$ cat config.mk
export PLATFORM = sky130hd
export DESIGN_NAME = idx_gather_agu
export DESIGN_NICKNAME = d
export VERILOG_FILES = /design/src/rtl/idx_gather_agu.sv
export SDC_FILE = /design/constraint.sdc
export NUM_CORES = 1
export LEC_CHECK = 0
export BUFFER_PORTS_ARGS = -buffer_cell sky130_fd_sc_hd__buf_2
export CORE_MARGIN = 2
export CORE_UTILIZATION = 54
export CTS_BUF_LIST = sky130_fd_sc_hd__clkbuf_8
export DETAILED_ROUTE_END_ITERATION = 10
export PLACE_DENSITY = 0.84
export SYNTH_ARGS = -nofsm -noshare
export SYNTH_HDL_FRONTEND = slang
export SYNTH_SLANG_ARGS = --single-unit
$ cat constraint.sdc
create_clock -name clk -period 4.37 [get_ports clk]
set_input_delay 0 -clock clk [delete_from_list [all_inputs] [get_ports clk]]
set_output_delay 0 -clock clk [all_outputs]
set_load 0.03 [all_outputs]
$ cat src/rtl/idx_gather_agu.sv
// Gather address-generation unit: walks a contiguous range of index-RAM entries
// and streams base + (index << shift) byte addresses over a valid/ready port.
module idx_gather_agu #(
   parameter int ADDR_WIDTH = 10,
   parameter int DATA_WIDTH = 16,
   parameter int OUT_AW     = 32
) (
   input  logic                  clk,
   input  logic                  rst,
   input  logic                  start,
   input  logic [ADDR_WIDTH-1:0] cfg_start_idx,
   input  logic [ADDR_WIDTH:0]   cfg_count,
   input  logic [OUT_AW-1:0]     cfg_base,
   input  logic [2:0]            cfg_shift,
   output logic [ADDR_WIDTH-1:0] idx_raddr,
   input  logic [DATA_WIDTH-1:0] idx_rdata,
   output logic                  out_valid,
   input  logic                  out_ready,
   output logic [OUT_AW-1:0]     out_addr,
   output logic                  out_last,
   output logic [ADDR_WIDTH:0]   out_seq,
   output logic                  busy,
   output logic                  done
);

   typedef enum logic [1:0] {IDLE, RUN, FIN} state_t;

   state_t                  state_q;
   logic [ADDR_WIDTH-1:0]   rdPtr_q;
   logic [ADDR_WIDTH:0]     remaining_q;
   logic [ADDR_WIDTH:0]     issued_q;
   logic [OUT_AW-1:0]       base_q;
   logic [2:0]              shift_q;
   logic                    outValid_q;
   logic [OUT_AW-1:0]       outAddr_q;
   logic                    outLast_q;
   logic [ADDR_WIDTH:0]     outSeq_q;
   logic                    busy_q;
   logic                    done_q;

   logic [OUT_AW-1:0]       addr_d;
   logic                    accept;
   logic                    load;

   // A new beat may load whenever the output slot is empty or being drained this cycle.
   always_comb begin
      addr_d = base_q + (OUT_AW'(idx_rdata) << shift_q);
      accept = outValid_q && out_ready;
      load   = (state_q == RUN) && (remaining_q != '0) && (!outValid_q || out_ready);
   end

   always_ff @(posedge clk) begin
      if (rst) begin
         state_q     <= IDLE;
         rdPtr_q     <= '0;
         remaining_q <= '0;
         issued_q    <= '0;
         base_q      <= '0;
         shift_q     <= '0;
         outValid_q  <= 1'b0;
         outAddr_q   <= '0;
         outLast_q   <= 1'b0;
         outSeq_q    <= '0;
         busy_q      <= 1'b0;
         done_q      <= 1'b0;
      end else begin
         case (state_q)
            IDLE: begin
               done_q <= 1'b0;
               if (start) begin
                  rdPtr_q     <= cfg_start_idx;
                  remaining_q <= cfg_count;
                  issued_q    <= '0;
                  base_q      <= cfg_base;
                  shift_q     <= cfg_shift;
                  if (cfg_count != '0) begin
                     state_q <= RUN;
                     busy_q  <= 1'b1;
                  end else begin
                     state_q <= FIN;
                     done_q  <= 1'b1;
                  end
               end
            end
            RUN: begin
               if (load) begin
                  outAddr_q   <= addr_d;
                  outValid_q  <= 1'b1;
                  outLast_q   <= (remaining_q == (ADDR_WIDTH+1)'(1));
                  outSeq_q    <= issued_q;
                  issued_q    <= issued_q + (ADDR_WIDTH+1)'(1);
                  rdPtr_q     <= rdPtr_q + ADDR_WIDTH'(1);
                  remaining_q <= remaining_q - (ADDR_WIDTH+1)'(1);
               end else if (accept) begin
                  outValid_q <= 1'b0;
               end
               // Once the final beat drains, the one-cycle done pulse lives in FIN.
               if (accept && outLast_q) begin
                  state_q <= FIN;
                  busy_q  <= 1'b0;
                  done_q  <= 1'b1;
               end
            end
            FIN: begin
               done_q  <= 1'b0;
               state_q <= IDLE;
            end
            default: state_q <= IDLE;
         endcase
      end
   end

   assign idx_raddr = rdPtr_q;
   assign out_valid = outValid_q;
   assign out_addr  = outAddr_q;
   assign out_last  = outLast_q;
   assign out_seq   = outSeq_q;
   assign busy      = busy_q;
   assign done      = done_q;

endmodule

==> impl_metrics.py <==
metrics = {
    "setup_path": {
        "kind_of_critical_path": "reg -> reg",
        "worst_setup_ep_type": "register",
        "start_kind": "register",
        "cp.arrival_ps": 4340,
        "critical_path_required_ps": 4730,
        "worstPathMaxFanout": 16,
    },
    "synth": {
        "postSynthRegisterBits": 116,
        "yosys.area_share.adder_pct": 5.84,
        "synthXorXnorAreaFrac_pct": 3.75,
        "synth_top_family_by_area": "compound AO/OA/AOI/OAI gates",
        "post-synth-top-area-fraction_pct": 34.3,
        "netlist_top_cells_count": "nand2_1, dfxtp_1, a21oi_1",
        "number_of_flops_mapped_to_enable_cells_by_yosys": 0,
        "syn-num-nets": 971,
        "synth.area.mux_share_pct": 5.45,
        "ys.flop_type": "dfxtp_1",
        "synth.most_common_cell": "nand2_1",
        "yosysUniqueCellTypes": 66,
        "post_synthesis_sequential_area_ratio_pct": 34.3,
        "synth_area_um2": 6770,
        "syn-mean-instance-area_um2": 7.84,
        "synth_area_leader": "dfxtp_1",
        "synth.yosys.warnings": 0,
        "synth_top_cells_by_area": "dfxtp_1, nand2_1, a21oi_1, ha_1, nor2_1",
        "post_synth_inst_count": 864,
        "synth_compound_gate_area_share_pct": 24.1,
        "simple_logic_cell_fraction_of_the_synthesized_area_pct": 22.6,
        "synth-async-reset-ratio_pct": 0,
    },
    "grt": {
        "grt_pass1_wl_um": 32500,
        "grt_max_degree": 66,
        "first_global_vias": 6914,
        "total_track_usage_pct": 30.4,
        "antenna_found_initial": 0,
        "overflow_left_after_global_routing": 0,
    },
    "drt": {
        "wl_per_cell_um": 16.1,
        "ant_nets": 0,
        "number_of_vias_in_the_routed_layout": 7203,
        "detailedRoute.firstPassIterationCount": 5,
        "postRouteWirelength_um": 19900,
        "routed_via_density": 5.83,
        "detail_route.drc_violations": 0,
        "dr.first_iter.drc_count": 497,
    },
    "clock_network": {
        "post_cts_resize_count": 0,
        "htreeDepth": 4,
        "cts_post_setup_buffers_inserted": 0,
        "tritoncts": "built",
        "tritoncts.num_buffers": 17,
        "cts-hold-fix-buffers": 81,
        "worst_setup_hold_path_clk_slew_ps": 70,
        "clock_path_buffers": 2,
        "clkLatencyLatePin_ps": 440,
        "sinks_on_clock_net": 116,
        "cts.root.buffer_cell": "clkbuf_8",
    },
    "timing": {
        "setup_clock_skew_after_layout_ps": 14.2,
        "unrepaired_setup_endpoints_after_global_routing": "no",
        "final-setup-viol-count": 0,
        "timing_worst_slew_pin_value_ps": 1030,
        "fmax_mhz": 251,
        "totalNegativeSetupSlack_ps": 0,
        "maxSlewViolCount": 0,
        "timing.max_slew.rel_slack_pct": 31.3,
        "timing.final.crit_period_ps": 3980,
        "tcrit_tclk_final_pct": 91.2,
        "final_hold_viol_count": 0,
    },
    "pwr": {
        "ir_worst_vdd_v": 0.000301,
        "power.static_leakage_nw": 3.69,
        "power.density_nw_per_um2": 405,
    },
    "min_path": {
        "timing.hold.worst.class": "in -> reg",
    },
    "cells_and_area": {
        "final_util_pct": 72.2,
        "insertedDiodeCount": 0,
        "nets": 1162,
        "fraction_of_final_layout_cells_sized_beyond_drive_strength_1_pct": 20.0,
        "areaGrowthSynthToFinish_pct": 29.2,
    },
    "placed_design": {
        "port_buffers": 132,
        "dp_hpwl_um": 12200,
        "place.gp.congestion": 0.946,
    },
    "floorplanning": {
        "area_of_the_die_um2": 13400,
        "die_h_um": 116,
        "pin_count": 133,
        "effective_utilization_at_floorplan_pct": 55.9,
        "floorplan.core_area_um2": 12100,
        "rows": 40,
        "die_w_um": 116,
    },
    "run_status": {
        "status": "finished, final reports clean",
    },
    "flow_run": {
        "maxCapViolCount": 0,
    },
}
metal layers:
layer / vias up / wire [um] / GRT usage (%)
li1: 3463 / - / -
met1: 3356 / 8140 / 37.0
met2: 323 / 9770 / 51.1
met3: 61 / 1310 / 6.96
met4: 0 / 652 / 14.3
met5: - / 0 / 0
cell usage in the layout, fill, tap and decap left out, drive strengths merged, types with 7 or more instances in the layout:
master         n
a211oi        20
a21o          13
a21oi        114
a22oi          7
and3          11
buf          141
clkbuf        19
dfxtp        116
dlygate4sd3   81
ha            30
inv           17
mux2          11
mux2i         11
nand2        192
nand3         18
nand4         14
nor2          65
nor3          12
o21ai         34
o22ai          9
xnor2         14
xor2          15
kinds of logic (layout without fill, tap and decap cells):
family / Yosys count / count (layout)
mux: 28 / 28
buf+inv: 64 / 268
xor+xnor: 29 / 29
compound gates: 248 / 248
simple gates: 348 / 348
fa+ha+maj: 31 / 31
flops: 116 / 116
critical path, cell delays in order, from the launching register on:
cell	delay [ps]
dfxtp_1	750
buf_4	280
mux2_2	380
mux4_2	480
ha_1	420
and4_1	220
a211oi_1	70
o211a_1	150
a31oi_1	400
a31oi_1	210
or4_1	440
o211ai_1	100
cell type report:
class,instances,area (um^2)
clock buffers,19,262
clock inverters,13,166
fillers,922,3370
inverters,14,52.6
multi-input cells,684,4190
flip-flops and latches,116,2320
well taps,168,210
repair buffers,222,1540
where the power goes:
part | leakage [nW] | switching [mW] | internal [mW]
Sequential | 0.947 | 0.107 | 1.17
Combinational | 2.51 | 0.727 | 0.450
Clock | 0.230 | 0.450 | 0.641
sequential cells by signal (all words and copies together) (netlist names), 2 cells and up:
signal       count
base_q          32
out_addr        32
issued_q        11
out_seq         11
remaining_q     11
idx_raddr       10
shift_q          3
state_q          2
through the flow:
stage                     hold WS (ps)  power, mW  setup WS (ps)  cells  instance area, um^2
after floorplan                    136       2.11            719    864                 6770
after global placement             243       2.34            585   1123                 7510
after detailed placement           245       2.36            461   1123                 7510
after CTS                          230       3.51            443   1236                 8740
after global routing               288       3.73            182   1236                 8740
final                              254       3.54            385   1236                 8740
final timing paths:
path / from / endpoint / slack [ps] / depth (start not counted)
hold reg to reg: out_addr[3]$_SDFFE_PP0P_ / out_addr[3]$_SDFFE_PP0P_ / 450 / 2
hold / removal: idx_rdata[0] / out_addr[0]$_SDFFE_PP0P_ / 250 / 6
setup reg to reg: shift_q[1]$_SDFFE_PP0P_ / out_addr[26]$_SDFFE_PP0P_ / 390 / 11
setup / recovery: shift_q[1]$_SDFFE_PP0P_ / out_addr[26]$_SDFFE_PP0P_ / 390 / 11
No activity file was read; power rests on OpenSTA's default activity.
